## src/rtl/multiplier_booth_seq_if.sv

```systemverilog
// Handshake and operand/result bundle for multiplier_booth_seq.
// The multiplier takes the slave modport; the producer/consumer side takes master.
// Handshake rule (both directions): a transfer happens on a rising clock edge
// where valid and ready are both 1. Valid, once raised, is held together with
// its data until that edge, and the data is not changed while valid is high.
// dbg_state mirrors the FSM state register for observation only.
interface multiplier_booth_seq_if #(
  parameter int IA_W  = 16,
  parameter int IB_W  = 16,
  parameter int MUL_W = 32
);
  logic             i_valid;
  logic             o_ready;
  logic [IA_W-1:0]  i_a;
  logic [IB_W-1:0]  i_b;
  logic             i_a_signed;
  logic             i_b_signed;
  logic             o_valid;
  logic             i_ready;
  logic [MUL_W-1:0] o_prod;
  logic             o_busy;
  logic [1:0]       dbg_state;

  modport slave (
    input  i_valid, i_a, i_b, i_a_signed, i_b_signed, i_ready,
    output o_ready, o_valid, o_prod, o_busy, dbg_state
  );

  modport master (
    output i_valid, i_a, i_b, i_a_signed, i_b_signed, i_ready,
    input  o_ready, o_valid, o_prod, o_busy, dbg_state
  );
endinterface

```

## src/rtl/multiplier_booth_seq.sv

```systemverilog
// Sequential radix-4 Booth multiplier, PP_PER_CYC partial products per clock.
// Optional macro MULT_BOOTH_SEQ_EARLY_EXIT_EN: finish as soon as the remaining
// multiplier bits are a pure sign run (all 0 or all 1), since every remaining
// Booth group then encodes 0. Without it latency is a fixed NCYC cycles.
module multiplier_booth_seq #(
  parameter int IA_W       = 16,
  parameter int IB_W       = 16,
  parameter int MUL_W      = 32,
  parameter int PP_PER_CYC = 1
) (
  input  logic                  i_clk,
  input  logic                  i_rst,
  multiplier_booth_seq_if.slave bus
);

  localparam int MAX_W  = (IA_W > IB_W) ? IA_W : IB_W;
  localparam int IN_W   = MAX_W + 1;
  localparam int IN_W_E = IN_W + (IN_W % 2);
  localparam int N_PP   = IN_W_E / 2;
  localparam int NCYC   = (N_PP + PP_PER_CYC - 1) / PP_PER_CYC;
  // a_sh carries a[-1] in bit 0 so each Booth group is a plain 3-bit slice.
  localparam int AS_W   = IN_W_E + 1;
  // The product is only observed modulo 2^MUL_W (or sign-extended when MUL_W
  // exceeds 2*IN_W_E, where the exact product already fits), so the
  // accumulator and shifted multiplicand only need max(MUL_W, IN_W_E) bits.
  localparam int ACC_W  = (MUL_W > IN_W_E) ? MUL_W : IN_W_E;
  localparam int CNT_W  = (NCYC > 1) ? $clog2(NCYC) : 1;
  localparam logic [CNT_W-1:0] LAST_CNT = CNT_W'(NCYC - 1);

  typedef enum logic [1:0] {
    IDLE = 2'd0,
    BUSY = 2'd1,
    DONE = 2'd2
  } state_t;

  state_t                  state, state_nxt;
  logic signed [AS_W-1:0]  a_sh, a_sh_nxt;
  logic signed [ACC_W-1:0] b_sh, acc, pp_sum;
  logic [CNT_W-1:0]        cnt;
  logic [IN_W_E-1:0]       a_ext, b_ext;
  logic                    accept, last_cyc;

  // Operand extension at capture, selected by the per-operand signed flag.
  assign a_ext  = {{(IN_W_E-IA_W){bus.i_a_signed & bus.i_a[IA_W-1]}}, bus.i_a};
  assign b_ext  = {{(IN_W_E-IB_W){bus.i_b_signed & bus.i_b[IB_W-1]}}, bus.i_b};
  assign accept = bus.i_valid & bus.o_ready;

  // Booth-encode this cycle's groups and sum the shifted partial products.
  always_comb begin
    logic [2:0]              grp;
    logic signed [ACC_W-1:0] term;
    pp_sum = '0;
    grp    = '0;
    term   = '0;
    for (int k = 0; k < PP_PER_CYC; k++) begin
      grp = a_sh[2*k +: 3];
      case (grp)
        3'b001, 3'b010: term = b_sh;
        3'b011:         term = b_sh <<< 1;
        3'b100:         term = -(b_sh <<< 1);
        3'b101, 3'b110: term = -b_sh;
        default:        term = '0;
      endcase
      // Groups past N_PP in a final partial cycle contribute nothing.
      if ((int'(cnt) * PP_PER_CYC + k) < N_PP)
        pp_sum = pp_sum + (term <<< (2*k));
    end
  end

  // Next multiplier window and end-of-operation decision.
  always_comb begin
    a_sh_nxt = a_sh >>> (2*PP_PER_CYC);
`ifdef MULT_BOOTH_SEQ_EARLY_EXIT_EN
    // Arithmetic shift replicates the top bit, so an all-equal window means
    // the unprocessed bits a[IN_W_E-1:2j+1] are a pure sign run.
    last_cyc = (cnt == LAST_CNT) || (a_sh_nxt == '0) || (&a_sh_nxt);
`else
    last_cyc = (cnt == LAST_CNT);
`endif
  end

  // FSM state register.
  always_ff @(posedge i_clk) begin
    if (i_rst) state <= IDLE;
    else       state <= state_nxt;
  end

  // FSM next state and input-side ready.
  always_comb begin
    state_nxt   = state;
    bus.o_ready = 1'b0;
    case (state)
      IDLE: begin
        bus.o_ready = 1'b1;
        if (bus.i_valid) state_nxt = BUSY;
      end
      BUSY: begin
        if (last_cyc) state_nxt = DONE;
      end
      DONE: begin
        if (bus.i_ready) begin
          bus.o_ready = 1'b1;
          state_nxt   = bus.i_valid ? BUSY : IDLE;
        end
      end
      default: state_nxt = IDLE;
    endcase
  end

  // Datapath: capture on acceptance, accumulate while busy, hold otherwise.
  always_ff @(posedge i_clk) begin
    if (i_rst) begin
      a_sh <= '0;
      b_sh <= '0;
      acc  <= '0;
      cnt  <= '0;
    end else if (accept) begin
      a_sh <= {a_ext, 1'b0};
      b_sh <= ACC_W'($signed(b_ext));
      acc  <= '0;
      cnt  <= '0;
    end else if (state == BUSY) begin
      acc  <= acc + pp_sum;
      a_sh <= a_sh_nxt;
      b_sh <= b_sh <<< (2*PP_PER_CYC);
      cnt  <= cnt + 1'b1;
    end
  end

  // Result-side outputs; o_prod reads as zero outside DONE.
  always_comb begin
    bus.o_valid   = (state == DONE);
    bus.o_busy    = (state == BUSY);
    bus.dbg_state = state;
    bus.o_prod    = (state == DONE) ? acc[MUL_W-1:0] : '0;
  end

endmodule

```

## src/flat_wrapper.sv

```systemverilog
// flat-port wrapper written by rule: the top's interface ports become plain ports
module multiplier_booth_seq_flat 
#(
  parameter int IA_W       = 16,
  parameter int IB_W       = 16,
  parameter int MUL_W      = 32,
  parameter int PP_PER_CYC = 1
)
  (i_clk, i_rst, bus_i_valid, bus_i_a, bus_i_b, bus_i_a_signed, bus_i_b_signed, bus_i_ready, bus_o_ready, bus_o_valid, bus_o_prod, bus_o_busy, bus_dbg_state);
  multiplier_booth_seq_if #(.IA_W(IA_W), .IB_W(IB_W), .MUL_W(MUL_W)) bus_i ();
  input  logic i_clk;
  input  logic i_rst;
  input wire logic [$bits(bus_i.i_valid)-1:0] bus_i_valid;
  input wire logic [$bits(bus_i.i_a)-1:0] bus_i_a;
  input wire logic [$bits(bus_i.i_b)-1:0] bus_i_b;
  input wire logic [$bits(bus_i.i_a_signed)-1:0] bus_i_a_signed;
  input wire logic [$bits(bus_i.i_b_signed)-1:0] bus_i_b_signed;
  input wire logic [$bits(bus_i.i_ready)-1:0] bus_i_ready;
  output wire logic [$bits(bus_i.o_ready)-1:0] bus_o_ready;
  output wire logic [$bits(bus_i.o_valid)-1:0] bus_o_valid;
  output wire logic [$bits(bus_i.o_prod)-1:0] bus_o_prod;
  output wire logic [$bits(bus_i.o_busy)-1:0] bus_o_busy;
  output wire logic [$bits(bus_i.dbg_state)-1:0] bus_dbg_state;
  assign bus_i.i_valid = bus_i_valid;
  assign bus_i.i_a = bus_i_a;
  assign bus_i.i_b = bus_i_b;
  assign bus_i.i_a_signed = bus_i_a_signed;
  assign bus_i.i_b_signed = bus_i_b_signed;
  assign bus_i.i_ready = bus_i_ready;
  assign bus_o_ready = bus_i.o_ready;
  assign bus_o_valid = bus_i.o_valid;
  assign bus_o_prod = bus_i.o_prod;
  assign bus_o_busy = bus_i.o_busy;
  assign bus_dbg_state = bus_i.dbg_state;
  multiplier_booth_seq #(.IA_W(IA_W), .IB_W(IB_W), .MUL_W(MUL_W), .PP_PER_CYC(PP_PER_CYC)) u_core (.i_clk(i_clk), .i_rst(i_rst), .bus(bus_i));
endmodule
```

## config.mk

```make
export PLATFORM = sky130hd
export DESIGN_NAME = multiplier_booth_seq_flat
export DESIGN_NICKNAME = d
export VERILOG_FILES = /design/src/rtl/multiplier_booth_seq_if.sv /design/src/rtl/multiplier_booth_seq.sv /design/src/flat_wrapper.sv
export SDC_FILE = /design/constraint.sdc
export NUM_CORES = 1
export LEC_CHECK = 0
export CORE_ASPECT_RATIO = 1.4
export CORE_UTILIZATION = 59
export CTS_BUF_LIST = sky130_fd_sc_hd__clkbuf_2
export DETAILED_ROUTE_END_ITERATION = 8
export PLACE_DENSITY = 0.83
export SLEW_MARGIN = 20
export SYNTH_ARGS = -nofsm -noshare
export SYNTH_HDL_FRONTEND = slang
export SYNTH_SLANG_ARGS = --single-unit
```

## constraint.sdc

```tcl
create_clock -name i_clk -period 6.4 [get_ports i_clk]
set_input_delay 1.92 -clock i_clk [delete_from_list [all_inputs] [get_ports i_clk]]
set_output_delay 1.92 -clock i_clk [all_outputs]
set_load 0.02 [all_outputs]
```

* Word level (Yosys, flattened, before mapping) *
Cells that the tools add are included.

storage, ports and cells
  logic and storage cells = 47
  output and inout bits = 37
  flip-flop bits (word level) = 89

cells by class
  multiplexer cells = 14
  magnitude comparators = 1
  bitwise gates (word level) = 3
  $add $sub $neg = 4
  reduce and logical (&&, ||, !) cells = 6
  eq/ne operators = 12

operator list
  cell                   count
  $mux W32               4
  $pmux W32 S4           1
  $neg A32 Y32           2
  $add A32 B32 Y32       1
  $mux W19               1
  $mux W18               1
  $eq A3 B3 Y1 const B   3
  $eq A3 B2 Y1 const B   2
  $mux W2                3
  $pmux W2 S3            1
  $reduce_or A2 Y1       3
  $add A4 B1 Y4 const B  1
  $eq A4 B4 Y1 const B   1
  $lt A4 B4 Y1 const B   1
  $ne A2 B2 Y1 const B   2
  $and A1 B1 Y1          3
  $eq A3 B1 Y1 const B   1
  $reduce_and A3 Y1      1
  $eq A2 B1 Y1 const B   1
  $eq A2 B2 Y1 const B   1
  $logic_not A2 Y1       1
  $mux W1                2
  $ne A2 B1 Y1 const B   1
  $pmux W1 S2            1
  $reduce_bool A2 Y1     1

* Logic depth before layout (Yosys ltp) *
  depth after elaboration = 5
  mapped depth = 21
  mapped depth without buffers = 20

* Least setup slack after synthesis *
OpenSTA, ideal clock, no wires.

  kind = register to register
  from = reg u_core.b_sh[2]
  to = reg u_core.acc[31]
  library setup time = 0.070 ns
  cell stages (with the launch flop) = 19
  path slack = 1.725 ns
  arrival time = 4.605 ns
  period minus slack after synthesis = 4.675 ns
  cell sequence = dfxtp_1 > buf_2 > or4_1 > or3_1 > or3_2 > nand2_1 > xnor2_1 > a222oi_1 > nor2_1 > ha_1 > and4_1 > and3_1 > a222oi_1 > o22ai_1 > nor4_1 > o31ai_1 > xnor2_1 > or3_1 > a21oi_1

between the ends
  longest elaborated chain between the ends = 4
  elaborated cells between the ends (all ways) = 5
  those cells by class = add/sub: 3; mux: 2

ends and longest elaborated chain
  what                             line                                                    source
  start: declaration               multiplier_booth_seq.sv:38                              logic signed [ACC_W-1:0] b_sh, acc, pp_sum;
  start signal: assignment         multiplier_booth_seq.sv:119                             b_sh <= ACC_W'($signed(b_ext));
  start signal: assignment         multiplier_booth_seq.sv:125                             b_sh <= b_sh <<< (2*PP_PER_CYC);
  $neg A32 Y32 (on tied branches)  multiplier_booth_seq.sv:61, multiplier_booth_seq.sv:60
  $pmux W32 S4 *                   multiplier_booth_seq.sv:57                              case (grp)
  $mux W32 *                       multiplier_booth_seq.sv:65                              if ((int'(cnt) * PP_PER_CYC + k) < N_PP)
  $add A32 B32 Y32 *               multiplier_booth_seq.sv:123                             acc <= acc + pp_sum;
  end signal: assignment           multiplier_booth_seq.sv:123
  end: declaration                 multiplier_booth_seq.sv:38

Mark *: on every way between the ends. The rest lies on a longest branch, timed or not.
A chain may end at the register's enable or synchronous reset.

* Worst setup path in the final report *
  from = in bus_i_ready
  to = out bus_o_ready

between the ends
  longest elaborated chain between the ends = 2

ends and longest elaborated chain
  what                line                         source
  start: declaration  flat_wrapper.sv:18           input wire logic [$bits(bus_i.i_ready)-1:0] bus_i_ready;
  $mux W1             multiplier_booth_seq.sv:101  if (bus.i_ready) begin
  $pmux W1 S2         multiplier_booth_seq.sv:92   case (state)
  end: declaration    flat_wrapper.sv:19           output wire logic [$bits(bus_i.o_ready)-1:0] bus_o_ready;

Every way passes these cells.

==> impl_metrics.py <==
metrics = {
    "routing": {
        "wirelength_mm": 18.2,
        "drcViolationCount": 0,
        "ant_nets": 0,
        "dr_total_vias": 7079,
        "drtIter0Drc": 545,
        "viasPerCell": 6.20,
        "wl_per_cell_um": 15.9,
        "firstDrtPassIters": 6,
    },
    "yosys": {
        "netlist_area_um2": 6930,
        "synth_nets": 1049,
        "yosys_warnings": 0,
        "syn-mean-instance-area_um2": 7.11,
        "yosys.area.top_type_share_pct": 25.7,
        "ys_ff_latch": 89,
        "yosys.area.top_type": "dfxtp_1",
        "seq_area_frac_synth_pct": 25.7,
        "syn_inst": 975,
        "synth_flop_cell": "dfxtp_1",
        "synth_edf_count": 0,
        "synthTopCellsByArea": "dfxtp_1 (26%), nand2_1 (8.6%), ha_1 (6.3%)",
        "yosysUniqueCellTypes": 59,
        "async_flop_share_pct": 0,
    },
    "placed_design": {
        "port_buffers": 74,
        "place_congestion": 0.986,
        "dpl.cell_count": 1124,
        "hpwlAfterDp_mm": 12.8,
    },
    "finish": {
        "drive_gt1_share_pct": 5.02,
        "area_delta_synth_final_pct": 10.7,
        "fin_nets": 1065,
        "utilization_pct": 67.3,
        "n_fill_cell": 1045,
        "multi_input_area_um2": 4700,
        "area.sequential_um2": 1780,
        "fin_cells": 1141,
    },
    "timing": {
        "skew_ns": 0.0521,
        "max-slew-margin-rel_pct": 39.5,
        "rsz0062_at_grt": "no",
        "finalSetupViolCount": 0,
        "min_period_ns": 5.21,
        "setup_tns_ns": 0,
        "fmax_mhz": 192,
        "fin_crit_sh_pct": 81.4,
        "worst_pin_slew_ns": 0.905,
        "finalHoldViolCount": 0,
        "slew_viol_final": 0,
    },
    "global_routing": {
        "grt_max_degree": 72,
        "globalRoute.totalOverflow": 0,
        "grt_pass1_wl_mm": 28.7,
        "track_usage_pct": 29.7,
        "grt_pass1_vias": 6201,
        "grt_antenna_before_repair": 1,
    },
    "floorplan": {
        "die-area_um2": 12200,
        "die_w_um": 93.6,
        "boundaryPins": 75,
        "die_h_um": 130,
        "initial_core_util_pct": 60.8,
        "core_area_um2": 11400,
        "placementRows": 46,
    },
    "cts": {
        "hold_buffers": 0,
        "cts_root_buffer": "clkbuf_2",
        "cts_buffers": 9,
        "post-cts-setup-buffers": 0,
        "cts_buffer_depth": 2,
        "clk_pin_slew_worst_paths_ns": 0.27,
        "clkLatencyLatePin_ns": 0.62,
        "cts.sinks": 89,
        "htreeDepth": 3,
        "cts_tree": "done",
        "cts_resized": 0,
    },
    "job": {
        "max_cap_violations": 0,
    },
    "power_and_ir_drop": {
        "leakage_nw": 2.97,
        "p_per_area_nw_per_um2": 178,
        "pwr-share-comb_pct": 29.0,
        "finalPower_mw": 1.36,
        "net-switching-power_mw": 0.515,
        "power_frac_clock_pct": 23.3,
        "p_sw_share_pct": 37.8,
        "ir_drop_mv": 0.110,
        "intPower_mw": 0.849,
        "seqPwrFrac_pct": 47.7,
    },
    "worst_setup_path": {
        "crit_path_start_kind": "primary input",
        "rrSetupSlack_ns": 1.27,
        "end_kind": "primary output",
        "cp_max_fo": 3,
        "cp_data_required_time_ns": 4.48,
        "cp.arrival_ns": 3.29,
        "crit_type": "primary input to primary output",
    },
    "hold_path": {
        "min_path_type": "register to register",
    },
    "run_status": {
        "status": "finished clean",
    },
}
==> cell usage in the layout, fill, tap and decap left out, types with 15 or more instances in the layout <==
cell | Yosys | layout
a21o_1 | 18 | 18
a21oi_1 | 81 | 81
a222oi_1 | 17 | 17
a311oi_1 | 30 | 30
and2_1 | 37 | 37
clkdlybuf4s50_1 | 0 | 73
dfxtp_1 | 89 | 89
ha_1 | 35 | 35
inv_1 | 17 | 16
nand2_1 | 159 | 158
nand3_1 | 28 | 28
nor2_1 | 113 | 113
nor3_1 | 29 | 29
o21ai_0 | 57 | 57
or3_1 | 16 | 16
xnor2_1 | 44 | 44
xor2_1 | 15 | 15
==> worst paths after layout <==
| check | start | end | cells after the start |
|---|---|---|---|
| setup / recovery | bus_i_ready | bus_o_ready | 4 |
| hold reg to reg | u_core.a_sh[13] | u_core.a_sh[11] | 2 |
| hold / removal | u_core.a_sh[13] | u_core.a_sh[11] | 2 |
| setup reg to reg | u_core.b_sh[1] | u_core.acc[31] | 20 |
==> metrics by stage <==
stage	worst slack (ns)	hold slack, ns	cell area [um^2]
6_report	1.19	0.473	7670
5_1_grt	0.884	0.499	7670
4_1_cts	1.18	0.475	7670
3_5_place_dp	1.19	0.448	7550
3_3_place_gp	1.19	0.442	7550
2_1_floorplan	1.72	0.437	6930
==> registers in the layout (all words and copies together) (netlist names) <==
name                  cells
u_core.b_sh              32
u_core.acc               32
u_core.bus.dbg_state      2
u_core.a_sh              19
u_core.cnt                4
==> Yosys cell counts (3+ instances only) <==
master and instances:
a211oi_1 5, a21o_1 18, a21oi_1 81, a221oi_1 6, a222oi_1 17, a22oi_1 8, a311oi_1 30, a31oi_1 6
and2_1 37, and3_1 5, buf_1 6, buf_2 5, buf_6 5, clkbuf_1 60, dfxtp_1 89, ha_1 35
inv_1 17, nand2_1 159, nand2b_1 8, nand3_1 28, nand3b_1 4, nand4_1 6, nor2_1 113, nor3_1 29
nor4_1 5, o21a_1 4, o21ai_0 57, o21bai_1 8, o22ai_1 4, or2_2 7, or3_1 16, or3_2 3
or4_1 4, xnor2_1 44, xor2_1 15
==> per-layer routing <==
layer | GRT usage (%) | wire length, um | vias up
met5 | 0 | 0 | -
met3 | 4.49 | 956 | 70
met4 | 17.2 | 837 | 0
met1 | 34.3 | 7340 | 3247
met2 | 52.0 | 9030 | 289
li1 | - | - | 3473
==> logic make-up after synthesis <==
logic type,count (synthesis),synth area share [%]
and+or+nand+nor,439,29.8
AOI/OAI and AO/OA,253,23.6
buffers and inverters,98,6.61
DFF,89,25.7
xor gates and xnor gates,59,7.46
adders and majority gates,36,6.61
muxes,1,0.144
==> layout make-up <==
class | instances | area share, %
Antenna cell | 1 | 0.0326
Clock buffer | 10 | 0.652
Clock inverter | 6 | 0.978
Inverter | 17 | 0.831
Multi-Input combinational cell | 788 | 61.2
Sequential cell | 89 | 23.2
Tap cell | 144 | 2.35
Timing Repair Buffer | 86 | 10.8
==> power groups by stage <==
stage / Sequential (mW) / Clock [mW] / Combinational [mW]
final: 0.650 / 0.318 / 0.395
after global routing: 0.656 / 0.340 / 0.437
after detailed placement: 0.659 / 0 / 0.390
after floorplan: 0.620 / 0 / 0.340
after global placement: 0.658 / 0 / 0.384
after CTS: 0.648 / 0.322 / 0.392
==> worst max-delay path, cell delays in order <==
cell	delay, ns
clkdlybuf4s50_1	0.45
inv_1	0.04
a21oi_1	0.23
clkdlybuf4s50_1	0.65
(Power assumes the default switching activity.)
